**src/rtl/riscv_pkg.sv**
```systemverilog
// Shared RISC-V core types and constants.
// Register address type, register count and scoreboard depth default.
package riscv_pkg;

  localparam int unsigned NUM_REGS = 32;
  localparam int unsigned SB_MAX_OUTSTANDING = 4;

  typedef logic [4:0] reg_addr_t;

  // One-hot decode of a register address onto bits 31..1.
  // Address 0 decodes to all zeros since x0 is never tracked.
  function automatic logic [NUM_REGS-1:1] reg_dec(
    input reg_addr_t a
  );
    logic [NUM_REGS-1:1] d;
    d = '0;
    for (int i = 1; i < NUM_REGS; i++) begin
      d[i] = (a == reg_addr_t'(i));
    end
    return d;
  endfunction

endpackage

```
**src/rtl/reg_scoreboard.sv**
```systemverilog
// Register scoreboard: tracks pending writes of long-latency ops and
// stalls ID on RAW, WAW or capacity hazards.
//
// Ports:
//   clk_i, rst_ni        clock, async active-low reset
//   issue_*              ID-stage instruction requesting issue
//   flush_i              kills the ID-stage instruction this cycle
//   wb_valid_i, wb_rd_i  long-latency writeback
//   stall_o              hold ID (combinational)
//   pending_o            per-register pending-write bits (bit 0 is 0)
//   outstanding_o        in-flight long op count, busy_o = count != 0
//   err_o                sticky protocol error
module reg_scoreboard
  import riscv_pkg::*;
#(
  parameter int unsigned MAX_OUTSTANDING = SB_MAX_OUTSTANDING
) (
  input  logic                clk_i,
  input  logic                rst_ni,
  input  logic                issue_valid_i,
  input  reg_addr_t           issue_rs1_i,
  input  reg_addr_t           issue_rs2_i,
  input  logic                issue_uses_rs1_i,
  input  logic                issue_uses_rs2_i,
  input  reg_addr_t           issue_rd_i,
  input  logic                issue_long_i,
  input  logic                flush_i,
  input  logic                wb_valid_i,
  input  reg_addr_t           wb_rd_i,
  output logic                stall_o,
  output logic [NUM_REGS-1:0] pending_o,
  output logic [3:0]          outstanding_o,
  output logic                busy_o,
  output logic                err_o
);

  localparam logic [3:0] MAX_CNT = 4'(MAX_OUTSTANDING);

  logic [NUM_REGS-1:1] r_pend;
  logic [3:0]          r_cnt;
  logic                r_err;

  logic [NUM_REGS-1:1] w_wb_oh;
  logic [NUM_REGS-1:1] w_rd_oh;
  logic [NUM_REGS-1:1] w_eff31;
  logic [NUM_REGS-1:0] w_eff;
  logic [NUM_REGS-1:1] w_set;
  logic [NUM_REGS-1:1] w_clr;
  logic [NUM_REGS-1:1] w_pend_nxt;
  logic                w_raw;
  logic                w_waw;
  logic                w_cap;
  logic                w_req;
  logic                w_acc;
  logic                w_inc;
  logic                w_dec;
  logic                w_wb_bad;
  logic                w_underflow;
  logic [3:0]          w_cnt_nxt;

  assign w_wb_oh = reg_dec(wb_rd_i);
  assign w_rd_oh = reg_dec(issue_rd_i);

  // Same-cycle writeback releases its register for hazard checks.
  assign w_eff31 = wb_valid_i ? (r_pend & ~w_wb_oh) : r_pend;
  assign w_eff   = {w_eff31, 1'b0};

  assign w_raw = (issue_uses_rs1_i & w_eff[issue_rs1_i])
               | (issue_uses_rs2_i & w_eff[issue_rs2_i]);
  assign w_waw = (issue_rd_i != '0) & w_eff[issue_rd_i];
  assign w_cap = issue_long_i & (r_cnt == MAX_CNT) & ~wb_valid_i;

  assign w_req   = issue_valid_i & ~flush_i;
  assign stall_o = w_req & (w_raw | w_waw | w_cap);
  assign w_acc   = w_req & ~stall_o;

  assign w_inc = w_acc & issue_long_i;
  assign w_dec = wb_valid_i;

  // Set is applied after clear so a same-register collision keeps it set.
  assign w_set      = w_inc ? w_rd_oh : '0;
  assign w_clr      = wb_valid_i ? w_wb_oh : '0;
  assign w_pend_nxt = (r_pend & ~w_clr) | w_set;

  // Writeback to a register that was never marked pending.
  assign w_wb_bad = wb_valid_i & (wb_rd_i != '0)
                  & ~(|(r_pend & w_wb_oh));

  // Writeback with nothing in flight and no issue to offset it.
  assign w_underflow = w_dec & ~w_inc & (r_cnt == '0);

  always_comb begin
    w_cnt_nxt = r_cnt;
    unique case (1'b1)
      (w_inc & ~w_dec): w_cnt_nxt = r_cnt + 4'd1;
      (w_dec & ~w_inc & (r_cnt != '0)): w_cnt_nxt = r_cnt - 4'd1;
      default: w_cnt_nxt = r_cnt;
    endcase
  end

  always_ff @(posedge clk_i or negedge rst_ni) begin
    if (!rst_ni) begin
      r_pend <= '0;
      r_cnt  <= '0;
      r_err  <= 1'b0;
    end else begin
      r_pend <= w_pend_nxt;
      r_cnt  <= w_cnt_nxt;
      if (w_wb_bad | w_underflow) begin
        r_err <= 1'b1;
      end
    end
  end

  assign pending_o     = {r_pend, 1'b0};
  assign outstanding_o = r_cnt;
  assign busy_o        = (r_cnt != '0);
  assign err_o         = r_err;

endmodule

```
**config.mk**
```make
export PLATFORM = sky130hd
export DESIGN_NAME = reg_scoreboard
export DESIGN_NICKNAME = d
export VERILOG_FILES = /design/src/rtl/riscv_pkg.sv /design/src/rtl/reg_scoreboard.sv
export SDC_FILE = /design/constraint.sdc
export NUM_CORES = 1
export LEC_CHECK = 0
export CORE_MARGIN = 1
export CORE_UTILIZATION = 48
export CTS_CLUSTER_SIZE = 28
export DETAILED_ROUTE_END_ITERATION = 8
export GPL_TIMING_DRIVEN = 0
export PLACE_DENSITY_LB_ADDON = 0.1
export RECOVER_POWER = 25
export SYNTH_ARGS = -nofsm -noshare
export SYNTH_HDL_FRONTEND = slang
export SYNTH_SLANG_ARGS = --single-unit
```
**constraint.sdc**
```tcl
create_clock -name clk_i -period 2.75 [get_ports clk_i]
set_clock_uncertainty 0.05 [all_clocks]
set_input_delay 0.55 -clock clk_i [delete_from_list [all_inputs] [get_ports clk_i]]
set_output_delay 0.55 -clock clk_i [all_outputs]
set_load 0.05 [all_outputs]
```
==> results.sh, run 1 <==
export IMPL_status="complete, but fails checks"
export IMPL_violations="capacitance limit, slew limit, setup timing"
export IMPL_yosysUniqueCellTypes=72
export IMPL_boundaryPins=67
export IMPL_worst_slew_pin_transition_ns=1.88
export IMPL_cts_reportedPaths_clkPinSlew_ns=0.08
export IMPL_crit_path_max_fanout=6
export IMPL_chipHeight_um=85.3
export IMPL_worst_slack_ns=-0.807
export IMPL_cts_max_path_buffers=2
export IMPL_critical_path_required_ns=2.88
export IMPL_setup_viol=37
export IMPL_syn_num_nets=440
export IMPL_crit_path_top_delay_cell="or4b_4"
export IMPL_final_common_cell="clkdlybuf4s50_1"
export IMPL_die_area_um2=7270
export IMPL_period_share=1.29
export IMPL_fmax_mhz=281
export IMPL_grt_pass1_vias=3842
export IMPL_async_flop_share=1.00
export IMPL_maxSlewHeadroom=-0.256
export IMPL_drc=0
export IMPL_grt_use_total=0.399
export IMPL_route_met3_wl_um=1630
export IMPL_place_congestion=1.01
export IMPL_cts_buffers=5
export IMPL_finalInstanceArea_um2=4970
export IMPL_worstSkewPairLatency_ns=0.29
export IMPL_htree_levels=2
export IMPL_antenna_found_initial=0
export IMPL_grt_ovfl_total=0
export IMPL_final_cell_mix="clkdlybuf4s50_1, dfrtp_1, buf_4, nand2_1, nor2_1"
export IMPL_synth_avg_cell_area_um2=8.13
export IMPL_drv_cap=1
export IMPL_rows=29
export IMPL_first_pass_iters=5
export IMPL_synth_top_cell_by_area="dfrtp_1"
export IMPL_synth_edff_count=0
export IMPL_dp_hpwl_um=10100
export IMPL_drive_gt1_frac=0.332
export IMPL_fin_util=0.761
export IMPL_start_util=0.509
export IMPL_cts_tree="yes"
export IMPL_drt_iter0_markers=402
export IMPL_hold_depth=2
export IMPL_ys_warn_count=0
export IMPL_ys_ff_latch=36
export IMPL_met1Wirelength_um=5530
export IMPL_synth_top_area_share=0.271
export IMPL_hold_class="flop to flop"
export IMPL_io_buffer_count=52
export IMPL_grt_max_degree=37
export IMPL_n_antenna_cell=0
export IMPL_dpl_cell_area_um2=4010
export IMPL_max_stage_delay_ns=0.62
export IMPL_synthCells=409
export IMPL_cp_arrival_ns=3.68
export IMPL_wl_met2_um=6800
export IMPL_ys_top_cells_by_area="dfrtp_1, o21ai_0, mux4_2"
export IMPL_drt_vias_per_instance=7.26
export IMPL_synthFlopType="dfrtp_1"
export IMPL_ir_drop_v=0.000575
export IMPL_core_area_um2=6530
export IMPL_maxSlewViolCount=37
export IMPL_reg2regPathDepth=15
export IMPL_root_buffer="clkbuf_8"
export IMPL_routed_top_layer="met4"
export IMPL_drt_total_wl_um=15000
export IMPL_crit_path_cell_trace="buf_12, or4b_4, o21ai_4, o21ai_1, nor3_2, nor4_1, nor3_2, buf_4, nand3_4, nand3_4, inv_4, ha_4, a21o_1, a21oi_2, nor2b_2, mux2i_1, xnor2_1"
export IMPL_cts_sinks=36
export IMPL_die_x_um=85.3
export IMPL_power_density_nw_per_um2=491
export IMPL_p_leak_nw=1.89
export IMPL_ant_nets=0
export IMPL_ctsHoldBuffers=0
export IMPL_wire_per_inst_um=26.0
export IMPL_grt_first_pass_wirelength_um=21800
export IMPL_timing_hold_ws_ns=0.464
export IMPL_hold_viol=0
export IMPL_cp_start_kind="primary input"
export IMPL_worst_setup_path_end_kind="flop"
export IMPL_min_period_ns=3.56
export IMPL_final_nets=530
export IMPL_critical_path_class="primary input to flop"
export IMPL_rsz0062_at_grt="yes"
export IMPL_syn2layout_area_growth_pct=49.3
export IMPL_synth_area_um2=3330
export IMPL_vias=4190
export IMPL_seq_area_frac_synth=0.271
==> timing repair <==
item,4_1_cts,5_1_grt
setup buffers,19,12
gates resized for setup,113,87
setup endpoints to repair,37,37
cloned,0,1
pin swaps,21,31
==> path summary, 6_finish.rpt <==
check | endpoint | slack (ns) | startpoint
min in group asynchronous | r_pend[12] | 0.72 | rst_ni
worst min register to register | err_o | 0.46 | err_o
max in group asynchronous | err_o | 0.84 | rst_ni
worst min-delay path | err_o | 0.46 | err_o
worst max register to register | outstanding_o[3] | -0.50 | r_pend[30]
worst max-delay path | outstanding_o[3] | -0.81 | wb_rd_i[4]
==> kinds of logic after synthesis <==
group / synth area share
multiplexers: 0.117
AO/OA/AOI/OAI: 0.276
XOR/XNOR: 0.0158
buffers and inverters: 0.0609
other: 0.00113
adder cells (fa/ha/maj): 0.0135
AND/OR/NAND/NOR: 0.245
flip-flops: 0.271
==> per-layer routing <==
layer  vias to the layer above  global-route usage
met1                      1969               0.512
met3                        92              0.0798
met4                         0               0.230
met2                       378               0.627
met5                         -                   0
li1                       1751                   -
==> cell type report <==
class / instances / area [um^2]
well taps: 77 / 96.3
flip-flops and latches: 36 / 901
fillers: 472 / 1560
clock inverters: 3 / 18.8
clock buffers: 5 / 68.8
repair buffers: 84 / 828
inverters: 15 / 58.8
plain buffers: 34 / 259
multi-input cells: 323 / 2740
==> cell usage after synthesis (all sizes together), types with 4 or more instances <==
library cell / count
nor2: 25
a31oi: 5
o2111ai: 4
nor4: 10
and3: 4
mux2: 11
mux2i: 13
nand3: 17
nand4: 8
o311ai: 4
buf: 13
o21ai: 58
mux4: 6
clkbuf: 22
nor3: 13
nor2b: 7
inv: 15
a21oi: 9
dfrtp: 36
a22oi: 6
a32oi: 5
o31ai: 6
nand2: 26
nand2b: 11
==> report_power, final <==
group | internal (mW) | total (mW) | leakage (nW) | switching, mW
combinational | 0.536 | 1.32 | 1.36 | 0.786
clock | 0.176 | 0.373 | 0.0479 | 0.196
sequential | 0.602 | 0.743 | 0.480 | 0.141
total | 1.31 | 2.44 | 1.89 | 1.12
==> critical path: cells and delay by family <==
kind                       cells  cell delay (ns)
adders and majority gates      1             0.20
and+or+nand+nor                7             1.62
buffers and inverters          3             0.35
AOI/OAI and AO/OA              4             0.71
xor gates and xnor gates       1             0.14
muxes                          1             0.10
==> sequential cells by signal, indices dropped and copies added (netlist names) <==
signal,flops
outstanding_o,4
r_pend,31
err_o,1
==> metrics by stage <==
step           setup slack [ns]  cells  power, mW  setup TNS [ns]
6_report                 -0.807    577       2.44           -9.83
4_1_cts                  -0.671    564       2.26           -5.02
2_1_floorplan            -0.761    409       1.43           -5.06
5_1_grt                  -0.913    577       2.53          -12.49
3_3_place_gp              -2.21    538       1.78          -60.33
3_5_place_dp              -2.24    538       1.81          -60.74
No activity file was read; power rests on OpenSTA's default activity.
==> run 2: changes to the inputs <==
--- a/config.mk
+++ b/config.mk
@@ -12,6 +12,8 @@
 export GPL_TIMING_DRIVEN = 0
 export PLACE_DENSITY_LB_ADDON = 0.1
 export RECOVER_POWER = 25
+export SETUP_SLACK_MARGIN = 0.02
+export SKIP_CTS_REPAIR_TIMING = 1
 export SYNTH_ARGS = -nofsm -noshare
 export SYNTH_HDL_FRONTEND = slang
 export SYNTH_SLANG_ARGS = --single-unit
==> run 2 against run 1 <==
  * The flow still finishes with violations (capacitance limit, slew limit, setup timing)
  * Power down 3.3%
  * Count of clock-buffer cells in the layout unchanged
  * Clock power up 4%
  * Final cell count down 0.35%
  * Die area unchanged
  * Routed wire length down 5.3%
==> results.sh, run 2 (synthesized netlist as in run 1, its figures left out) <==
export IMPL_worst_slew_pin_transition_ns=1.91
export IMPL_cp_arrival_ns=2.98
export IMPL_worstSkewPairLatency_ns=0.30
export IMPL_final_cell_mix="clkdlybuf4s50_1, dfrtp_1, buf_4"
export IMPL_htree_levels=2
export IMPL_cts_max_path_buffers=2
export IMPL_worst_setup_path_end_kind="output pin"
export IMPL_max_stage_delay_ns=0.32
export IMPL_cp_start_kind="primary input"
export IMPL_largest_reg_flops=31
export IMPL_antenna_found_initial=0
export IMPL_grt_pass1_vias=3714
export IMPL_drt_iter0_markers=394
export IMPL_start_util=0.509
export IMPL_hold_class="flop to flop"
export IMPL_drt_vias_per_instance=7.05
export IMPL_cp_common_cell="buf_4"
export IMPL_final_nets=528
export IMPL_cts_sinks=36
export IMPL_fillers=512
export IMPL_clockPowerShare=0.164
export IMPL_crit_path_max_fanout=10
export IMPL_setup_tns_ns=-9.08
export IMPL_cts_reportedPaths_clkPinSlew_ns=0.07
export IMPL_final_common_cell="clkdlybuf4s50_1"
export IMPL_fmax_mhz=280
export IMPL_grt_use_total=0.379
export IMPL_dp_hpwl_um=10000
export IMPL_core_area_um2=6530
export IMPL_hold_depth=2
export IMPL_root_buffer="clkbuf_8"
export IMPL_cts_tree="yes"
export IMPL_io_buffer_count=52
export IMPL_combPwrFrac=0.524
export IMPL_n_antenna_cell=0
export IMPL_ir_drop_v=0.000553
export IMPL_intPower_mw=1.26
export IMPL_path_depth=12
export IMPL_status="complete, but fails checks"
export IMPL_rsz0062_at_grt="yes"
export IMPL_place_congestion=1.05
export IMPL_maxSlewHeadroom=-0.270
export IMPL_switchingPower_mw=1.10
export IMPL_boundaryPins=67
export IMPL_power_density_nw_per_um2=491
export IMPL_hold_viol=0
export IMPL_crit_path_cell_trace="buf_2, nand2b_1, buf_4, o21a_1, a2bb2oi_2, nand4_1, nor4_4, nor3_2, buf_4, buf_4, a311oi_2, buf_6"
export IMPL_ant_nets=0
export IMPL_p_sw_frac=0.466
export IMPL_drc=0
export IMPL_worst_slack_ns=-0.828
export IMPL_grt_first_pass_wirelength_um=20700
export IMPL_regMostFlops="r_pend"
export IMPL_critical_path_required_ns=2.15
export IMPL_crit_path_top_delay_cell="nor4_4"
export IMPL_violations="capacitance limit, slew limit, setup timing"
export IMPL_die_area_um2=7270
export IMPL_setup_viol=37
export IMPL_drv_cap=1
export IMPL_syn2layout_area_growth_pct=44.3
export IMPL_path_buf_inv=5
export IMPL_reg2regPathDepth=16
export IMPL_drive_gt1_frac=0.305
export IMPL_power_mw=2.36
export IMPL_min_period_ns=3.58
export IMPL_wire_per_inst_um=24.7
export IMPL_maxSlewViolCount=37
export IMPL_grt_max_degree=37
export IMPL_critical_path_class="primary input to output pin"
export IMPL_vias=4054
export IMPL_crit_family="buffers and inverters"
export IMPL_first_pass_iters=6
export IMPL_rows=29
export IMPL_sequentialPowerShare=0.312
export IMPL_grt_ovfl_total=0
export IMPL_p_leak_nw=1.86
export IMPL_period_share=1.30
export IMPL_die_x_um=85.3
export IMPL_chipHeight_um=85.3
export IMPL_drt_total_wl_um=14200
export IMPL_cts_buffers=5
[run 2: changes by cell type in the layout (fill, tap and decap cells not counted), moves of 3 or more]
| cell | delta |
|---|---|
| o21ai_2 | +5 |
| buf_6 | -3 |
| buf_8 | -3 |
| o31ai_1 | -4 |
| o21ai_4 | -5 |
| o31ai_2 | +3 |
| clkbuf_1 | +3 |
[run 2: stage by stage]
step,area (um^2),setup slack (ns),utilization,hold WS [ns],cells
2_1_floorplan,3400,-0.761,-,0.204,409
3_3_place_gp,4020,-2.31,0.615,0.419,538
3_5_place_dp,4010,-2.29,0.614,0.432,538
4_1_cts,4100,-2.30,0.627,0.321,546
5_1_grt,4800,-0.890,0.735,0.482,575
6_report,4800,-0.828,0.735,0.443,575
[run 2: layout make-up]
class	instances	area [um^2]	area share
multi-input cells	323	2620	0.545
plain buffers	34	250	0.0521
flip-flops and latches	36	901	0.188
well taps	77	96.3	0.0201
clock inverters	3	18.8	0.00391
repair buffers	82	792	0.165
clock buffers	5	68.8	0.0143
inverters	15	58.8	0.0122
[run 2: path summary, 6_finish.rpt]
path | slack, ns | from | end
setup / recovery | -0.83 | wb_rd_i[1] | stall_o
hold / removal | 0.44 | err_o | err_o
setup reg to reg | -0.70 | r_pend[30] | outstanding_o[3]
hold reg to reg | 0.44 | err_o | err_o
max in group asynchronous | 0.83 | rst_ni | r_pend[7]
min in group asynchronous | 0.71 | rst_ni | r_pend[18]
[run 2: power groups by stage]
| stage | clock, mW | combinational (mW) | sequential (mW) |
|---|---|---|---|
| 2_1_floorplan | 0 | 0.494 | 0.939 |
| 5_1_grt | 0.403 | 1.30 | 0.742 |
| 3_3_place_gp | 0 | 1.06 | 0.722 |
| 6_report | 0.387 | 1.24 | 0.735 |
| 3_5_place_dp | 0 | 1.09 | 0.724 |
| 4_1_cts | 0.374 | 1.09 | 0.714 |
[run 2: metal layers]
layer  global-route usage  vias up  routed length (um)
met2                0.594      316                6390
met5                    0        -                   0
met3               0.0905       78                1740
met1                0.500     1911                5390
met4                0.165        0                 685
li1                     -     1749                   -
[run 2: worst min-delay path: stages (launching register included)]
cell     delay (ns)
dfrtp_1        0.35
a21oi_1        0.05
o21ai_0        0.06
